$ cat config.mk
export PLATFORM = sky130hd
export DESIGN_NAME = cnt393_gate_ctrl_flat
export DESIGN_NICKNAME = d
export VERILOG_FILES = /design/src/rtl/cnt393_gate_ctrl_if.sv /design/src/rtl/cnt393_gate_ctrl.sv /design/src/flat_wrapper.sv
export SDC_FILE = /design/constraint.sdc
export NUM_CORES = 1
export LEC_CHECK = 0
export BUFFER_PORTS_ARGS = -buffer_cell sky130_fd_sc_hd__buf_2
export CORE_MARGIN = 1
export CORE_UTILIZATION = 54
export CTS_CLUSTER_SIZE = 40
export DETAILED_ROUTE_END_ITERATION = 16
export PLACE_DENSITY = 0.82
export SYNTH_ARGS = -nofsm -noshare
export SYNTH_HDL_FRONTEND = slang
export SYNTH_SLANG_ARGS = --single-unit
$ cat constraint.sdc
create_clock -name clk -period 2.1 [get_ports clk]
set_input_delay 0.315 -clock clk [delete_from_list [all_inputs] [get_ports clk]]
set_output_delay 0.315 -clock clk [all_outputs]
set_load 0.01 [all_outputs]
$ cat src/rtl/cnt393_gate_ctrl_if.sv
// Bundle between the gated-count sequencer and its surroundings.
// The slave modport is the sequencer; the master modport is the measurement
// requester together with the external 74x393-style counter.
// Optional macro CNT393_GATE_CONT_EN adds the 'cont' request line.
interface cnt393_gate_ctrl_if #(
    parameter int W      = 8,
    parameter int GATE_W = 12
);
    // Measurement request side
    logic              start;
    logic [GATE_W-1:0] gate_len;
    logic              evt;
`ifdef CNT393_GATE_CONT_EN
    logic              cont;
`endif
    logic [W-1:0]      result;
    logic              done;
    logic              busy;
    logic              ovf;

    // External counter side
    logic              cnt_clk;
    logic              cnt_clr;
    logic [W-1:0]      cnt_q;

    modport master (
`ifdef CNT393_GATE_CONT_EN
        output cont,
`endif
        output start,
        output gate_len,
        output evt,
        output cnt_q,
        input  result,
        input  done,
        input  busy,
        input  ovf,
        input  cnt_clk,
        input  cnt_clr
    );

    modport slave (
`ifdef CNT393_GATE_CONT_EN
        input  cont,
`endif
        input  start,
        input  gate_len,
        input  evt,
        input  cnt_q,
        output result,
        output done,
        output busy,
        output ovf,
        output cnt_clk,
        output cnt_clr
    );
endinterface

$ cat src/rtl/cnt393_gate_ctrl.sv
// Gated-count sequencer for a W-bit 74x393-style ripple counter.
// A measurement clears the external counter, opens a gate of gate_len clocks
// during which every rising edge of evt becomes one low pulse on cnt_clk,
// waits two cycles for the ripple to settle, then latches the counter value.
// A W+1-bit saturating shadow count tracks how many pulses were issued so an
// overflow of the external counter can be flagged.
// Optional macro CNT393_GATE_CONT_EN: adds a 'cont' input that chains windows
// back to back without returning to IDLE.
module cnt393_gate_ctrl #(
    parameter int W      = 8,
    parameter int GATE_W = 12
) (
    input  logic               clk,
    input  logic               clr,
    cnt393_gate_ctrl_if.slave  bus
);

    typedef enum logic [2:0] {
        S_IDLE    = 3'd0,
        S_CLEAR   = 3'd1,
        S_GATE    = 3'd2,
        S_SETTLE1 = 3'd3,
        S_SETTLE2 = 3'd4
    } state_t;

    // A zero-length gate is treated as a one-cycle gate.
    function automatic logic [GATE_W-1:0] cap_len(input logic [GATE_W-1:0] len);
        return (len == '0) ? GATE_W'(1) : len;
    endfunction

    // Shadow count sticks at all-ones instead of wrapping.
    function automatic logic [W:0] sat_inc(input logic [W:0] v);
        return (v == {(W+1){1'b1}}) ? v : v + (W+1)'(1);
    endfunction

    state_t            state_q,   state_d;
    logic [GATE_W-1:0] timer_q,   timer_d;
    logic [W:0]        shadow_q,  shadow_d;
    logic              evt_dly_q, evt_dly_d;
    logic              cnt_clk_q, cnt_clk_d;
    logic              cnt_clr_q, cnt_clr_d;
    logic [W-1:0]      result_q,  result_d;
    logic              ovf_q,     ovf_d;
    logic              done_q,    done_d;
    logic              busy_q,    busy_d;

    logic              rise;
    logic              cont_req;

`ifdef CNT393_GATE_CONT_EN
    assign cont_req = bus.cont;
`else
    assign cont_req = 1'b0;
`endif

    // evt is already synchronous; a rise is a 0->1 step against last cycle's value.
    assign rise = bus.evt & ~evt_dly_q;

    // Next-state and output decode; everything defaults to "hold" / idle levels.
    always_comb begin
        state_d   = state_q;
        timer_d   = timer_q;
        shadow_d  = shadow_q;
        evt_dly_d = bus.evt;
        cnt_clk_d = 1'b1;
        cnt_clr_d = 1'b0;
        result_d  = result_q;
        ovf_d     = ovf_q;
        done_d    = 1'b0;
        busy_d    = busy_q;

        case (state_q)
            S_IDLE: begin
                if (bus.start) begin
                    timer_d   = cap_len(bus.gate_len);
                    busy_d    = 1'b1;
                    cnt_clr_d = 1'b1;
                    state_d   = S_CLEAR;
                end
            end

            S_CLEAR: begin
                shadow_d = '0;
                state_d  = S_GATE;
            end

            S_GATE: begin
                // The low pulse is registered, so it lands in the following cycle;
                // a rise on the last gate cycle therefore pulses during SETTLE1.
                if (rise) begin
                    cnt_clk_d = 1'b0;
                    shadow_d  = sat_inc(shadow_q);
                end
                timer_d = timer_q - GATE_W'(1);
                if (timer_q == GATE_W'(1)) begin
                    state_d = S_SETTLE1;
                end
            end

            S_SETTLE1: begin
                state_d = S_SETTLE2;
            end

            S_SETTLE2: begin
                result_d = bus.cnt_q;
                ovf_d    = shadow_q[W];
                done_d   = 1'b1;
                if (cont_req) begin
                    timer_d   = cap_len(bus.gate_len);
                    cnt_clr_d = 1'b1;
                    state_d   = S_CLEAR;
                end else begin
                    busy_d  = 1'b0;
                    state_d = S_IDLE;
                end
            end

            default: begin
                state_d = S_IDLE;
            end
        endcase
    end

    // State and output registers; clr abandons any measurement in progress
    // and clears the external counter for one cycle.
    always_ff @(posedge clk) begin
        if (clr) begin
            state_q   <= S_IDLE;
            timer_q   <= '0;
            shadow_q  <= '0;
            evt_dly_q <= 1'b0;
            cnt_clk_q <= 1'b1;
            cnt_clr_q <= 1'b1;
            result_q  <= '0;
            ovf_q     <= 1'b0;
            done_q    <= 1'b0;
            busy_q    <= 1'b0;
        end else begin
            state_q   <= state_d;
            timer_q   <= timer_d;
            shadow_q  <= shadow_d;
            evt_dly_q <= evt_dly_d;
            cnt_clk_q <= cnt_clk_d;
            cnt_clr_q <= cnt_clr_d;
            result_q  <= result_d;
            ovf_q     <= ovf_d;
            done_q    <= done_d;
            busy_q    <= busy_d;
        end
    end

    assign bus.cnt_clk = cnt_clk_q;
    assign bus.cnt_clr = cnt_clr_q;
    assign bus.result  = result_q;
    assign bus.ovf     = ovf_q;
    assign bus.done    = done_q;
    assign bus.busy    = busy_q;

endmodule

$ cat src/flat_wrapper.sv
// flat-port wrapper written by rule: the top's interface ports become plain ports
module cnt393_gate_ctrl_flat 
#(
    parameter int W      = 8,
    parameter int GATE_W = 12
)
  (clk, clr, bus_start, bus_gate_len, bus_evt, bus_cnt_q, bus_result, bus_done, bus_busy, bus_ovf, bus_cnt_clk, bus_cnt_clr);
  cnt393_gate_ctrl_if #(.W(W), .GATE_W(GATE_W)) bus_i ();
  input  logic clk;
  input  logic clr;
  input wire logic [$bits(bus_i.start)-1:0] bus_start;
  input wire logic [$bits(bus_i.gate_len)-1:0] bus_gate_len;
  input wire logic [$bits(bus_i.evt)-1:0] bus_evt;
  input wire logic [$bits(bus_i.cnt_q)-1:0] bus_cnt_q;
  output wire logic [$bits(bus_i.result)-1:0] bus_result;
  output wire logic [$bits(bus_i.done)-1:0] bus_done;
  output wire logic [$bits(bus_i.busy)-1:0] bus_busy;
  output wire logic [$bits(bus_i.ovf)-1:0] bus_ovf;
  output wire logic [$bits(bus_i.cnt_clk)-1:0] bus_cnt_clk;
  output wire logic [$bits(bus_i.cnt_clr)-1:0] bus_cnt_clr;
  assign bus_i.start = bus_start;
  assign bus_i.gate_len = bus_gate_len;
  assign bus_i.evt = bus_evt;
  assign bus_i.cnt_q = bus_cnt_q;
  assign bus_result = bus_i.result;
  assign bus_done = bus_i.done;
  assign bus_busy = bus_i.busy;
  assign bus_ovf = bus_i.ovf;
  assign bus_cnt_clk = bus_i.cnt_clk;
  assign bus_cnt_clr = bus_i.cnt_clr;
  cnt393_gate_ctrl #(.W(W), .GATE_W(GATE_W)) u_core (.clk(clk), .clr(clr), .bus(bus_i));
endmodule
# After elaboration in Yosys (flattened, before gate mapping)
# Cells that the tools add are included.
# op_classes
addsub	2
n_eq_ne	10
muxes	15
n_bitwise	3
reduce_logical	10
# op_table
operator	count
12-bit two-way mux	2
12-bit one-hot mux with 2 select lines	1
9-bit two-way mux	2
9-bit one-hot mux with 2 select lines	1
12-bit by 1-bit == test with 1-bit output, second input constant	1
12-bit logical NOT	1
3-bit one-hot mux with 4 select lines	1
12-bit by 1-bit subtractor with 12-bit output, second input constant	1
9-bit by 1-bit adder with 9-bit output, second input constant	1
9-bit == test, second input constant	1
3-bit by 2-bit == test with 1-bit output, second input constant	2
3-bit two-way mux	2
2-bit AND reduction	3
2-bit nonzero test	3
1-bit two-way mux	5
2-bit by 1-bit inequality test with 1-bit output, second input constant	2
2-bit inequality test, second input constant	2
3-bit by 1-bit == test with 1-bit output, second input constant	1
3-bit == test, second input constant	1
3-bit logical NOT	1
3-bit AND reduction	1
1-bit NOT	2
1-bit one-hot mux with 2 select lines	1
2-bit OR reduction	1
1-bit bitwise AND	1
# word_totals
register_bits	38
inputBits	24
out_inout_bits	13
wordCells	50

# Depth between registers and ports, before layout
# depth
depth_word	4
ltp_mapped	9

# Least setup slack after synthesis
# OpenSTA, ideal clock, no wires.
# synth_timing
path_type	register -> register
from	register u_core.shadow_q[2]
to	register u_core.shadow_q[1]
setup_ns	0.132
t_arrival_ns	1.701
path_slack_ns	0.266
path_stages_with_launch	10
n_path_buf	1
synth_period_minus_slack_ns	1.834
path_cell_list	dfxtp_1 > and3_1 > nand3_1 > nor2_1 > ha_1 > nor2_1 > a31oi_1 > clkbuf_1 > or2_1 > a21oi_1
# synth_between
elab_chain_len	3
# synth_rtl
element	line	rtl
start: declaration	cnt393_gate_ctrl.sv:38	logic [W:0] shadow_q, shadow_d;
start signal: assignment	cnt393_gate_ctrl.sv:141	shadow_q <= shadow_d;
9-bit == test	cnt393_gate_ctrl.sv:33	return (v == {(W+1){1'b1}}) ? v : v + (W+1)'(1);
2-bit inequality test (no source line)	--	
3-bit AND reduction (no source line)	--	
# Every way passes these cells.
# A chain may end at the register's enable or synchronous reset.

# Worst setup path after layout
# layout_timing
from	register u_core.timer_q[3]
to	register u_core.state_q[0]
# layout_between
elab_chain_len	3
# layout_rtl
element	line	rtl
start: declaration	cnt393_gate_ctrl.sv:37	logic [GATE_W-1:0] timer_q, timer_d;
start signal: assignment	cnt393_gate_ctrl.sv:140	timer_q <= timer_d;
12-bit by 1-bit == test with 1-bit output	cnt393_gate_ctrl.sv:95	if (timer_q == GATE_W'(1)) begin
2-bit by 1-bit inequality test with 1-bit output (no source line)	--	
2-bit AND reduction (no source line)	--	
end signal: assignment	cnt393_gate_ctrl.sv:139	state_q <= state_d;
end: declaration	cnt393_gate_ctrl.sv:36	state_t state_q, state_d;
# Every way passes these cells.

==> metrics.txt <==
# TYPE chip_impl_metric gauge
chip_impl_metric{name="grt_pass1_vias",unit=""} 1482
chip_impl_metric{name="grt_start_max_net_pins",unit=""} 32
chip_impl_metric{name="synth-seq-area-share",unit="%"} 42.2
chip_impl_metric{name="die-height",unit="um"} 59.8
chip_impl_metric{name="crit_path_max_fanout",unit=""} 6
chip_impl_info{name="critPathLaunchType",value="flip-flop"} 1
chip_impl_metric{name="ctsHoldBuffers",unit=""} 0
chip_impl_metric{name="core",unit="mm2"} 0.00310
chip_impl_info{name="synth_largest_area_cell",value="sky130_fd_sc_hd__dfxtp_1"} 1
chip_impl_metric{name="ys.warnings.count",unit=""} 0
chip_impl_metric{name="worst-endpoint-arrival",unit="ns"} 2.19
chip_impl_metric{name="antenna_violations_before_repair",unit=""} 0
chip_impl_metric{name="worst_r2r_path_cells",unit=""} 4
chip_impl_metric{name="place.gp.congestion",unit=""} 0.859
chip_impl_metric{name="remaining_drc_errors",unit=""} 0
chip_impl_metric{name="routed_wire_length_per_instance",unit="um"} 12.8
chip_impl_metric{name="grt_met1_use",unit="%"} 30.6
chip_impl_info{name="most_used_standard_cell_by_instance_count_after_synthesis",value="sky130_fd_sc_hd__nand2_1"} 1
chip_impl_info{name="result_of_the_run",value="complete, no violations"} 1
chip_impl_metric{name="max_freq",unit="GHz"} 0.518
chip_impl_metric{name="skew",unit="ns"} 0.00774
chip_impl_info{name="synth_top_cells_by_count",value="42 x sky130_fd_sc_hd__nand2_1, 38 x sky130_fd_sc_hd__dfxtp_1, 23 x sky130_fd_sc_hd__a21oi_1"} 1
chip_impl_info{name="launching_point_of_the_worst_reg2reg_path",value="u_core.timer_q[3]"} 1
chip_impl_metric{name="floorplan.initialDensity",unit="%"} 58.1
chip_impl_metric{name="min_period",unit="ns"} 1.93
chip_impl_metric{name="diodes",unit=""} 0
chip_impl_metric{name="total_power",unit="uW"} 1520
chip_impl_metric{name="max-vdd-ir-drop",unit="mV"} 0.557
chip_impl_metric{name="worst-r2r-setup-slack",unit="ns"} 0.17
chip_impl_metric{name="die-area",unit="mm2"} 0.00358
chip_impl_metric{name="async_reset_ff_share",unit="%"} 0
chip_impl_metric{name="clock_sink_count",unit=""} 38
chip_impl_metric{name="clockBufferDepth",unit=""} 2
chip_impl_metric{name="netlist-cell-type-count",unit=""} 44
chip_impl_info{name="cp-end-kind",value="flip-flop"} 1
chip_impl_metric{name="globalRouteOverflowTotal",unit=""} 0
chip_impl_info{name="hold_start",value="bus_cnt_q[4]"} 1
chip_impl_metric{name="drt_iter0_drc",unit=""} 96
chip_impl_metric{name="max_cap_viol_count",unit=""} 0
chip_impl_metric{name="critPathRequiredTime",unit="ns"} 2.36
chip_impl_metric{name="via_count",unit=""} 1666
chip_impl_metric{name="synth_edf_count",unit=""} 0
chip_impl_metric{name="layout-drive-gt1-share",unit="%"} 22.2
chip_impl_info{name="holdPathEnd",value="u_core.bus.result[4]"} 1
chip_impl_metric{name="syn_nets",unit=""} 253
chip_impl_info{name="cts_tree",value="yes"} 1
chip_impl_metric{name="pwr_density_cell",unit="mW/mm2"} 726
chip_impl_metric{name="clkTransAtPathRegs",unit="ns"} 0.11
chip_impl_metric{name="setup-violations-final",unit=""} 0
chip_impl_info{name="hold_class",value="primary input to flip-flop"} 1
chip_impl_info{name="r2r_end",value="u_core.state_q[0]"} 1
chip_impl_metric{name="synthToLayoutAreaGrowth",unit="%"} 16.2
chip_impl_metric{name="placement_rows",unit=""} 20
chip_impl_metric{name="post_cts.resized_instances",unit=""} 0
chip_impl_metric{name="port_buffers",unit=""} 36
chip_impl_metric{name="max-slew-margin-rel",unit="%"} 66.5
chip_impl_info{name="ctsRootBufferMaster",value="sky130_fd_sc_hd__clkbuf_4"} 1
chip_impl_metric{name="dp.final_hpwl",unit="um"} 2760
chip_impl_metric{name="finalNetCount",unit=""} 288
chip_impl_metric{name="postPlaceCellArea",unit="mm2"} 0.00203
chip_impl_metric{name="synth-seq-cells",unit=""} 38
chip_impl_metric{name="avgSynthCellArea",unit="um2"} 8.02
chip_impl_info{name="grt-busiest-layer",value="met2"} 1
chip_impl_metric{name="leakage_component_of_the_power",unit="uW"} 0.000795
chip_impl_metric{name="hold_path_depth",unit=""} 3
chip_impl_metric{name="final_slew_violations",unit=""} 0
chip_impl_metric{name="groute.layer.met3.usage",unit="%"} 4.98
chip_impl_metric{name="via_count_normalized_by_instance_count",unit=""} 5.46
chip_impl_info{name="yosys-top-cells-area",value="sky130_fd_sc_hd__dfxtp_1 42%, sky130_fd_sc_hd__nand2_1 8.7%, sky130_fd_sc_hd__a21oi_1 6.4%"} 1
chip_impl_metric{name="post-cts-setup-buffers",unit=""} 0
chip_impl_metric{name="hold-worst-slack",unit="ns"} 0.194
chip_impl_metric{name="boundaryPins",unit=""} 37
chip_impl_metric{name="syn-instance-count",unit=""} 225
chip_impl_metric{name="final_area",unit="mm2"} 0.00210
chip_impl_metric{name="yosysTopAreaCellShare",unit="%"} 42.2
chip_impl_metric{name="detailedRoute.firstPassIterationCount",unit=""} 5
chip_impl_metric{name="worst-slew-pin-transition",unit="ns"} 0.501
chip_impl_metric{name="grt.total_usage",unit="%"} 23.9
chip_impl_metric{name="timing.final.crit_share",unit="%"} 91.9
chip_impl_metric{name="final.setup.tns",unit="ns"} 0
chip_impl_metric{name="first_pass_grt_wire_length",unit="um"} 6380
chip_impl_info{name="synthFlopType",value="sky130_fd_sc_hd__dfxtp_1"} 1
chip_impl_metric{name="detail-route-antenna-nets",unit=""} 0
chip_impl_metric{name="clock_tree.htree_level_count",unit=""} 2
chip_impl_metric{name="grt.met2_usage",unit="%"} 37.8
chip_impl_metric{name="routed_wirelength",unit="um"} 3920
chip_impl_metric{name="post_synth_instance_area",unit="mm2"} 0.00180
chip_impl_metric{name="clk_latency",unit="ns"} 0.35
chip_impl_metric{name="numCtsBuffers",unit=""} 5
chip_impl_info{name="critPathKind",value="flip-flop to flip-flop"} 1
chip_impl_info{name="grt_setup_unrepaired",value="no"} 1
chip_impl_metric{name="dieWidth",unit="um"} 59.8
chip_impl_metric{name="timing.final.hold_violations",unit=""} 0
## final cells by class
type	count	area [um2]
clock buffer	6	51.3
clock inverter	2	12.5
fill	289	1010
inverter	4	15.0
multi-input combinational	169	977
sequential	38	761
tap	44	55.1
timing repair buffer	42	225
## power by group
part	total (uW)	leakage [uW]	internal, uW	switching, uW
Sequential	807	0.000310	760	46.7
Clock	405	0.0000343	161	245
Combinational	309	0.000451	135	174
## placed cells by master, fill, tap and decap left out, types with 2 or more instances in the layout
| cell | synthesis | routed |
|---|---|---|
| sky130_fd_sc_hd__inv_1 | 4 | 4 |
| sky130_fd_sc_hd__nand2_1 | 42 | 42 |
| sky130_fd_sc_hd__nor2_1 | 16 | 16 |
| sky130_fd_sc_hd__nor3_1 | 5 | 5 |
| sky130_fd_sc_hd__nor3b_1 | 4 | 4 |
| sky130_fd_sc_hd__clkbuf_4 | 0 | 5 |
| sky130_fd_sc_hd__and2_1 | 2 | 2 |
| sky130_fd_sc_hd__and3_1 | 3 | 3 |
| sky130_fd_sc_hd__or3b_2 | 2 | 2 |
| sky130_fd_sc_hd__nand3_1 | 9 | 9 |
| sky130_fd_sc_hd__nand2b_1 | 2 | 2 |
| sky130_fd_sc_hd__o22ai_1 | 2 | 2 |
| sky130_fd_sc_hd__buf_4 | 0 | 6 |
| sky130_fd_sc_hd__a22oi_1 | 2 | 2 |
| sky130_fd_sc_hd__nor4_1 | 4 | 4 |
| sky130_fd_sc_hd__or2_1 | 3 | 3 |
| sky130_fd_sc_hd__or3_1 | 8 | 8 |
| sky130_fd_sc_hd__a21oi_1 | 23 | 23 |
| sky130_fd_sc_hd__o21ai_0 | 7 | 7 |
| sky130_fd_sc_hd__dfxtp_1 | 38 | 38 |
| sky130_fd_sc_hd__ha_1 | 4 | 4 |
| sky130_fd_sc_hd__o21ai_1 | 2 | 2 |
| sky130_fd_sc_hd__nand3b_1 | 2 | 2 |
| sky130_fd_sc_hd__buf_2 | 4 | 36 |
| sky130_fd_sc_hd__a31oi_1 | 7 | 7 |
| sky130_fd_sc_hd__xor2_1 | 2 | 2 |
## worst max-delay path, stage by stage, from the launching register on
cell and delay (ns):
sky130_fd_sc_hd__dfxtp_1 0.39, sky130_fd_sc_hd__nor4_4 0.43, sky130_fd_sc_hd__nand3_2 0.14, sky130_fd_sc_hd__or4_4 0.52, sky130_fd_sc_hd__a2111oi_4 0.35
## registers in the layout, indices dropped and copies added, names as in the netlist
register and flops:
u_core.shadow_q 9, u_core.bus.done 1, u_core.bus.cnt_clk 1, u_core.evt_dly_q 1, u_core.state_q 3, u_core.bus.busy 1, u_core.timer_q 12, u_core.bus.result 8
u_core.bus.cnt_clr 1, u_core.bus.ovf 1
## per-layer routing
layer	routed length, um	share of wire (%)
met3	167	4.3
met4	83	2.1
met2	1760	45
met5	0	0
met1	1900	49
## stage by stage
step | utilization, % | setup WS (ns) | std cells
final | 67.6 | 0.169 | 305
after detailed placement | 65.5 | 0.209 | 297
after global routing | 67.6 | 0.107 | 305
after global placement | 65.5 | 0.266 | 297
after CTS | 67.6 | 0.181 | 305
after floorplan | - | 0.266 | 225
## worst max path at each step
stage | from | to | slack [ns] | cells after the start
global placement | u_core.timer_q[3] | u_core.state_q[0] | 0.27 | 4
detailed placement | u_core.timer_q[3] | u_core.state_q[0] | 0.21 | 4
finish | u_core.timer_q[3] | u_core.state_q[0] | 0.17 | 4
CTS | u_core.timer_q[3] | u_core.state_q[0] | 0.18 | 4
floorplan | u_core.shadow_q[2] | u_core.shadow_q[1] | 0.27 | 9
global route | u_core.timer_q[3] | u_core.state_q[0] | 0.11 | 4
## logic make-up (layout without fill, tap and decap cells)
group | Yosys count | after routing | synth area share (%)
xor+xnor | 3 | 3 | 1.46
mux | 1 | 1 | 0.624
flops | 38 | 38 | 42.2
compound gates | 49 | 49 | 16.6
fa+ha+maj | 4 | 4 | 2.77
buf+inv | 18 | 54 | 4.02
simple gates | 112 | 112 | 32.3
Note: power is estimated with default switching activity, not from simulation.
